==> src/rtl/shift_job_scheduler_if.sv <==
// Job-submission bus between two requesters and shift_job_scheduler.
// Per-requester signals: req/data/amt/dir in, gnt out.
// Shared status signals: busy, done, done_id, result.
// The master modport is the client side. The slave modport is the scheduler side.
interface shift_job_scheduler_if #(
  parameter int unsigned WIDTH = 8,
  parameter int unsigned AW    = $clog2(WIDTH)
);
  logic             req0;
  logic [WIDTH-1:0] data0;
  logic [AW-1:0]    amt0;
  logic             dir0;
  logic             req1;
  logic [WIDTH-1:0] data1;
  logic [AW-1:0]    amt1;
  logic             dir1;
  logic             gnt0;
  logic             gnt1;
  logic             busy;
  logic             done;
  logic             done_id;
  logic [WIDTH-1:0] result;

  modport master (
    output req0, data0, amt0, dir0, req1, data1, amt1, dir1,
    input  gnt0, gnt1, busy, done, done_id, result
  );

  modport slave (
    input  req0, data0, amt0, dir0, req1, data1, amt1, dir1,
    output gnt0, gnt1, busy, done, done_id, result
  );
endinterface

==> src/rtl/shift_job_scheduler.sv <==
// Round-robin scheduler that shares one WIDTH-bit logical shifter between two requesters.
// A granted word is shifted by one position per cycle for its requested count.
// The result is then presented together with a one-cycle done pulse.
// Ports:
//   clk  - clock; all state updates on the rising edge
//   rst  - asynchronous, active-low reset
//   bus  - slave side of shift_job_scheduler_if:
//            req/data/amt/dir per requester (inputs)
//            gnt0/gnt1, busy, done, done_id, result (outputs)
// Every output is a flop or is decoded from the state register.
module shift_job_scheduler #(
  parameter int unsigned WIDTH = 8,
  parameter int unsigned AW    = $clog2(WIDTH)
) (
  input logic                  clk,
  input logic                  rst,
  shift_job_scheduler_if.slave bus
);

  typedef enum logic [1:0] {StIdle, StShift, StDone} state_e;

  state_e           state_q, state_d;
  logic [WIDTH-1:0] shift_q, shift_d;
  logic [AW-1:0]    cnt_q, cnt_d;
  logic             dir_q, dir_d;
  logic             id_q, id_d;
  // Pointer: 0 favours requester 0 under contention, 1 favours requester 1.
  logic             prio_q, prio_d;
  logic             gnt0_q, gnt0_d;
  logic             gnt1_q, gnt1_d;

  logic             pick1;
  logic [WIDTH-1:0] sel_data;
  logic [AW-1:0]    sel_amt;
  logic             sel_dir;

  // Requester 1 wins when it is the only requester, or when both request and the pointer favours it.
  assign pick1    = bus.req1 & (~bus.req0 | prio_q);
  assign sel_data = pick1 ? bus.data1 : bus.data0;
  assign sel_amt  = pick1 ? bus.amt1  : bus.amt0;
  assign sel_dir  = pick1 ? bus.dir1  : bus.dir0;

  always_comb begin
    state_d = state_q;
    shift_d = shift_q;
    cnt_d   = cnt_q;
    dir_d   = dir_q;
    id_d    = id_q;
    prio_d  = prio_q;
    gnt0_d  = 1'b0;
    gnt1_d  = 1'b0;
    unique case (state_q)
      StIdle: begin
        if (bus.req0 | bus.req1) begin
          shift_d = sel_data;
          cnt_d   = sel_amt;
          dir_d   = sel_dir;
          id_d    = pick1;
          prio_d  = ~pick1;
          gnt0_d  = ~pick1;
          gnt1_d  = pick1;
          state_d = (sel_amt != '0) ? StShift : StDone;
        end
      end
      StShift: begin
        shift_d = dir_q ? {1'b0, shift_q[WIDTH-1:1]} : {shift_q[WIDTH-2:0], 1'b0};
        cnt_d   = cnt_q - AW'(1);
        if (cnt_q == AW'(1)) begin
          state_d = StDone;
        end
      end
      StDone: begin
        state_d = StIdle;
      end
      default: begin
        state_d = StIdle;
      end
    endcase
  end

  always_ff @(posedge clk or negedge rst) begin
    if (!rst) begin
      state_q <= StIdle;
      shift_q <= '0;
      cnt_q   <= '0;
      dir_q   <= 1'b0;
      id_q    <= 1'b0;
      prio_q  <= 1'b0;
      gnt0_q  <= 1'b0;
      gnt1_q  <= 1'b0;
    end else begin
      state_q <= state_d;
      shift_q <= shift_d;
      cnt_q   <= cnt_d;
      dir_q   <= dir_d;
      id_q    <= id_d;
      prio_q  <= prio_d;
      gnt0_q  <= gnt0_d;
      gnt1_q  <= gnt1_d;
    end
  end

  assign bus.gnt0    = gnt0_q;
  assign bus.gnt1    = gnt1_q;
  assign bus.busy    = (state_q != StIdle);
  assign bus.done    = (state_q == StDone);
  assign bus.done_id = id_q;
  // The shift register holds the result after DONE until the next job is loaded.
  assign bus.result  = shift_q;

endmodule
==> src/flat_wrapper.sv <==
// flat-port wrapper written by rule: the top's interface ports become plain ports
module shift_job_scheduler_flat 
#(
  parameter int unsigned WIDTH = 8,
  parameter int unsigned AW    = $clog2(WIDTH)
)
  (clk, rst, bus_req0, bus_data0, bus_amt0, bus_dir0, bus_req1, bus_data1, bus_amt1, bus_dir1, bus_gnt0, bus_gnt1, bus_busy, bus_done, bus_done_id, bus_result);
  shift_job_scheduler_if #(.WIDTH(WIDTH), .AW(AW)) bus_i ();
  input logic clk;
  input logic rst;
  input wire logic [$bits(bus_i.req0)-1:0] bus_req0;
  input wire logic [$bits(bus_i.data0)-1:0] bus_data0;
  input wire logic [$bits(bus_i.amt0)-1:0] bus_amt0;
  input wire logic [$bits(bus_i.dir0)-1:0] bus_dir0;
  input wire logic [$bits(bus_i.req1)-1:0] bus_req1;
  input wire logic [$bits(bus_i.data1)-1:0] bus_data1;
  input wire logic [$bits(bus_i.amt1)-1:0] bus_amt1;
  input wire logic [$bits(bus_i.dir1)-1:0] bus_dir1;
  output wire logic [$bits(bus_i.gnt0)-1:0] bus_gnt0;
  output wire logic [$bits(bus_i.gnt1)-1:0] bus_gnt1;
  output wire logic [$bits(bus_i.busy)-1:0] bus_busy;
  output wire logic [$bits(bus_i.done)-1:0] bus_done;
  output wire logic [$bits(bus_i.done_id)-1:0] bus_done_id;
  output wire logic [$bits(bus_i.result)-1:0] bus_result;
  assign bus_i.req0 = bus_req0;
  assign bus_i.data0 = bus_data0;
  assign bus_i.amt0 = bus_amt0;
  assign bus_i.dir0 = bus_dir0;
  assign bus_i.req1 = bus_req1;
  assign bus_i.data1 = bus_data1;
  assign bus_i.amt1 = bus_amt1;
  assign bus_i.dir1 = bus_dir1;
  assign bus_gnt0 = bus_i.gnt0;
  assign bus_gnt1 = bus_i.gnt1;
  assign bus_busy = bus_i.busy;
  assign bus_done = bus_i.done;
  assign bus_done_id = bus_i.done_id;
  assign bus_result = bus_i.result;
  shift_job_scheduler #(.WIDTH(WIDTH), .AW(AW)) u_core (.clk(clk), .rst(rst), .bus(bus_i));
endmodule
==> config.mk <==
export PLATFORM = sky130hd
export DESIGN_NAME = shift_job_scheduler_flat
export DESIGN_NICKNAME = d
export VERILOG_FILES = /design/src/rtl/shift_job_scheduler_if.sv /design/src/rtl/shift_job_scheduler.sv /design/src/flat_wrapper.sv
export SDC_FILE = /design/constraint.sdc
export NUM_CORES = 1
export LEC_CHECK = 0
export ABC_AREA = 1
export ABC_CLOCK_PERIOD_IN_PS = 1620
export CORE_MARGIN = 3
export CORE_UTILIZATION = 37
export DETAILED_ROUTE_END_ITERATION = 6
export PLACE_DENSITY = 0.68
export SETUP_SLACK_MARGIN = 0.4
export SYNTH_ARGS = -nofsm -noshare
export SYNTH_HDL_FRONTEND = slang
export SYNTH_SLANG_ARGS = --single-unit
==> constraint.sdc <==
create_clock -name clk -period 1.62 [get_ports clk]
set_input_delay 0.162 -clock clk [delete_from_list [all_inputs] [get_ports clk]]
set_output_delay 0.162 -clock clk [all_outputs]
set_load 0.05 [all_outputs]
After elaboration in Yosys (flattened, before gate mapping)

Index checks and enable logic that the tools add are counted.

Logic and storage cells: 42
Flip-flop bits (word level): 18

Multiplexer cells: 16
Reductions and logical operators: 7
Bitwise gates (word level): 5
Eq/ne operators: 5
Add/subtract/negate cells: 1

Operator list:

| kind                  | number |
|---|---|
| $mux W8               | 3 |
| $pmux W8 S2           | 1 |
| $mux W2               | 3 |
| $mux W3               | 2 |
| $pmux W3 S2           | 1 |
| $reduce_and A2 Y1     | 3 |
| $mux W1               | 5 |
| $ne A2 B1 Y1 const B  | 2 |
| $pmux W2 S2           | 1 |
| $reduce_bool A2 Y1    | 2 |
| $eq A3 B1 Y1 const B  | 1 |
| $reduce_bool A3 Y1    | 1 |
| $sub A3 B1 Y3 const B | 1 |
| $eq A2 B1 Y1 const B  | 1 |
| $eq A2 B2 Y1 const B  | 1 |
| $logic_not A2 Y1      | 1 |
| $not A1 Y1            | 2 |
| $or A1 B1 Y1          | 2 |
| $and A1 B1 Y1         | 1 |

Depth between registers and ports, before layout

Word-level depth: 8
Mapped depth: 8

Worst setup path before layout

Ideal clock, no wire load.

Path type: register to output
From: register u_core.state_q[0]
To: output bus_done
Arrival time: 1.110 ns
Slack: 0.348 ns
Path buffers: 0
Required time: 1.458 ns
Stages on the path, launching flop included: 2
Cell sequence: dfrtp_1 > nor2_1

Cells in the longest elaborated chain, start to end: 1

Ends and longest elaborated chain:

| what                     | line                       | source |
|---|---|---|
| start: declaration       | shift_job_scheduler.sv:22  | `state_e state_q, state_d;` |
| start signal: assignment | shift_job_scheduler.sv:83  | `state_q <= StIdle;` |
| start signal: assignment | shift_job_scheduler.sv:92  | `state_q <= state_d;` |
| $eq A2 B2 Y1             | shift_job_scheduler.sv:106 | `assign bus.done = (state_q == StDone);` |
| end: declaration         | flat_wrapper.sv:22         | `output wire logic [$bits(bus_i.done)-1:0] bus_done;` |

No other way between the ends.

Worst setup path after layout

From: register u_core.state_q[1]
To: output bus_busy

Cells in the longest elaborated chain, start to end: 1

Ends and longest elaborated chain:

| what               | line                       | source |
|---|---|---|
| $reduce_bool A2 Y1 | shift_job_scheduler.sv:105 | `assign bus.busy = (state_q != StIdle);` |
| end: declaration   | flat_wrapper.sv:21         | `output wire logic [$bits(bus_i.busy)-1:0] bus_busy;` |

No other way between the ends.

==> summary.txt <==
Synthesis
  • Synth area leaders: dfrtp_1, nand2_1, inv_1, nand3_1, a21oi_1
  • Leading area contributor after synthesis: dfrtp_1
  • Syn Inst Count: 152
  • Synth Cell Area: approximately 1100 sq um
  • Netlist cell types: 25
  • Post-synthesis sequential area ratio: 39.4%
  • Top-count cell post-synth: nand2_1
  • Warnings, synthesis: 0
  • Mean post-synth cell area: 7.52 sq um
  • EDFF count, synth: 0
  • Post-synth ARST share: 100%
  • Top-area cell type share of the netlist area: ~39%
  • Top post-synthesis cells by count: nand2_1, inv_1, dfrtp_1
  • Syn_nets: between 150 and 200
  • Top_reg_cell synth: dfrtp_1
  • Synth Register Bits: 18

CTS
  • CTS Sinks: 18
  • CTS Root Cell: clkbuf_4
  • Clock Latency Late Sink: around 0.29 ns
  • Clock-pin transition on the worst setup and hold timing paths: about 0.10 ns
  • CTS hold repair buffers: 0
  • H-Tree Depth: 1
  • Clk buf depth: 2
  • Num CTS Buffers: 3
  • CTS tree: done

STA
  • Max-slew violations: 0
  • Setup TNS Final: 0 ns
  • Clock Skew: 0.00233 ns
  • Hold_ws: slightly above 0.2 ns
  • Period utilization: 79.3%
  • Tmin final: about 1.3 ns
  • RSZ-0062 raised after global routing: true
  • Max Freq: about 780 MHz
  • Final hold violation count: 0
  • Final WS setup: about 0.34 ns
  • Slew headroom: between 80% and 90%
  • Final setup fails: 0
  • Worst-margin pin slew: roughly 0.27 ns

Floorplanning
  • Die Y: just over 60 microns
  • IO Pins: 41
  • Starting Density: 40.1%
  • Row count: 19
  • Core area: between 2000 and 3000 sq um
  • Die Wd: around 60 microns
  • Die area: 3790 sq um

Power
  • Reg power frac: about a quarter
  • Sw Pwr: approximately 1.8 mW
  • Power share of the clock group: about 6.2%
  • Gate power share: between 60 and 70%
  • VDD IR max: between 0.9 and 1 mV
  • Internal: 1.72 mW
  • PnR Total Power: 3.56 mW
  • Switching portion of total power: between 50% and 60%
  • Power Dens Cells: roughly 2000 nW/um^2
  • P_leak: around 0.86 nW

Global routing
  • GR Overflow Total: 0
  • Vias in the first global route: around 1100
  • First-pass GRT wire length: about 4600 microns
  • Largest net degree at the start of global routing: 19
  • Initial antenna violation count: 0
  • Gr usage total: roughly 16%

Detailed routing
  • Initial DRC Count: 38
  • Number of routed nets with antenna violations: 0
  • Vias/cell: ~5.0
  • WL per Instance: approximately 13 microns
  • Router iterations before antenna repair: 4
  • Detailed-route via count: 1174
  • DRC: 0
  • Final wirelength: between 2000 and 3000 microns

Place
  • Post-place instance area: ~1600 sq um
  • PortBufs: 40
  • Setup WS pre-CTS: between 0.07 and 0.08 ns
  • Post-DP HPWL: between 2000 and 2500 microns
  • Gp weighted congestion: 0.735
  • Placed Cells: 223

Setup path
  • Crit path DAT: 1.12 ns
  • CP Max Fanout: 2
  • CP Capture Type: output port
  • Critical path class: reg -> out
  • Crit path max-delay cell type: dfrtp_1
  • CP max stage delay: 0.41 ns
  • Required time worst endpoint: about 1.5 ns
  • Crit path cell chain: buf_6 -> nor2_4 -> inv_2 -> buf_12
  • Setup crit start kind: flop

Cells and area
  • Layout cell share with drive strength beyond 1: 30.0%
  • Final-stage net count: 235
  • Non-Filler Cell Area, Final: roughly 1800 sq um
  • Fin cells: approximately 230
  • Diodes inserted: 0
  • Register area: about 450 sq um
  • FILL cells: 256
  • Fin util: 61.4%
  • Footprint of the multi-input gates: 616 sq um
  • Area Growth Syn to Fin: 53.3%

Hold path
  • Worst Hold Class: in -> async

Outcome
  • Status: complete, no violations

Run
  • Max Cap Viol: 0
==> final cells by class <==
class,count,share of cell area [%]
repair buffers,52,29.6
well taps,31,2.21
multi-input cells,104,35.1
clock buffers,3,1.28
flip-flops and latches,18,25.8
inverters,26,6.00
==> per-layer routing <==
metal	GRT usage, %	routed length, microns	vias up
li1	-	-	590
met1	19.6	1280	554
met2	29.3	1510	30
met3	2.73	151	0
met4	4.55	0	0
met5	0	0	-
==> sequential cells by signal (all words and copies together), names as in the netlist <==
register / count
u_core.cnt_q: 3
u_core.bus.result: 8
u_core.bus.gnt1: 1
u_core.bus.done_id: 1
u_core.bus.gnt0: 1
u_core.prio_q: 1
u_core.dir_q: 1
u_core.state_q: 2
==> power by group through the flow <==
stage | Clock (mW) | Sequential, mW | Combinational [mW]
finish | 0.222 | 0.884 | 2.46
global route | 0.254 | 0.909 | 2.66
CTS | 0.230 | 0.869 | 2.29
detailed placement | 0 | 0.877 | 2.12
global placement | 0 | 0.865 | 2.10
floorplan | 0 | 1.28 | 1.10
==> cells in the final DEF, fill, tap and decap left out, drive strengths merged <==
master	instances
a21oi	13
buf	25
clkbuf	3
clkdlybuf4s50	26
dfrtp	18
dlygate4sd2	1
ha	2
inv	26
nand2	41
nand3	16
nand3b	1
nor2	10
nor3	2
o211ai	4
o21ai	13
o22ai	1
xnor2	1
==> worst max-delay path: cells and delay by family, from the launching register on <==
kind / cells / cell delay, ns
DFF: 1 / 0.41
and+or+nand+nor: 1 / 0.09
buffers and inverters: 3 / 0.33
==> path summary, 6_finish.rpt <==
check | startpoint | endpoint | slack, ns | cells after the start
setup / recovery | u_core.state_q[1] | bus_busy | 0.34 | 4
hold / removal | rst | u_core.bus.result[2] | 0.20 | 2
setup reg to reg | u_core.state_q[0] | u_core.bus.result[2] | 0.39 | 5
hold reg to reg | u_core.bus.done_id | u_core.bus.done_id | 0.52 | 2
max in group asynchronous | rst | u_core.dir_q | 1.19 | 2
min in group clk | bus_dir1 | u_core.dir_q | 0.49 | 3
==> cell families after synthesis <==
| kind of cell | synth area share [%] |
|---|---|
| AO/OA/AOI/OAI | 18.5 |
| XOR/XNOR | 0.766 |
| adder cells (fa/ha/maj) | 2.19 |
| buffers and inverters | 11.9 |
| flip-flops | 39.4 |
| AND/OR/NAND/NOR | 27.2 |
==> repair_timing <==
action | in CTS | in global routing
gates resized for setup | 10 | 16
setup buffers | 4 | 4
pin swaps | 2 | 9
endpoints found under the setup margin | 14 | 15
No activity file was read; power rests on OpenSTA's default activity.
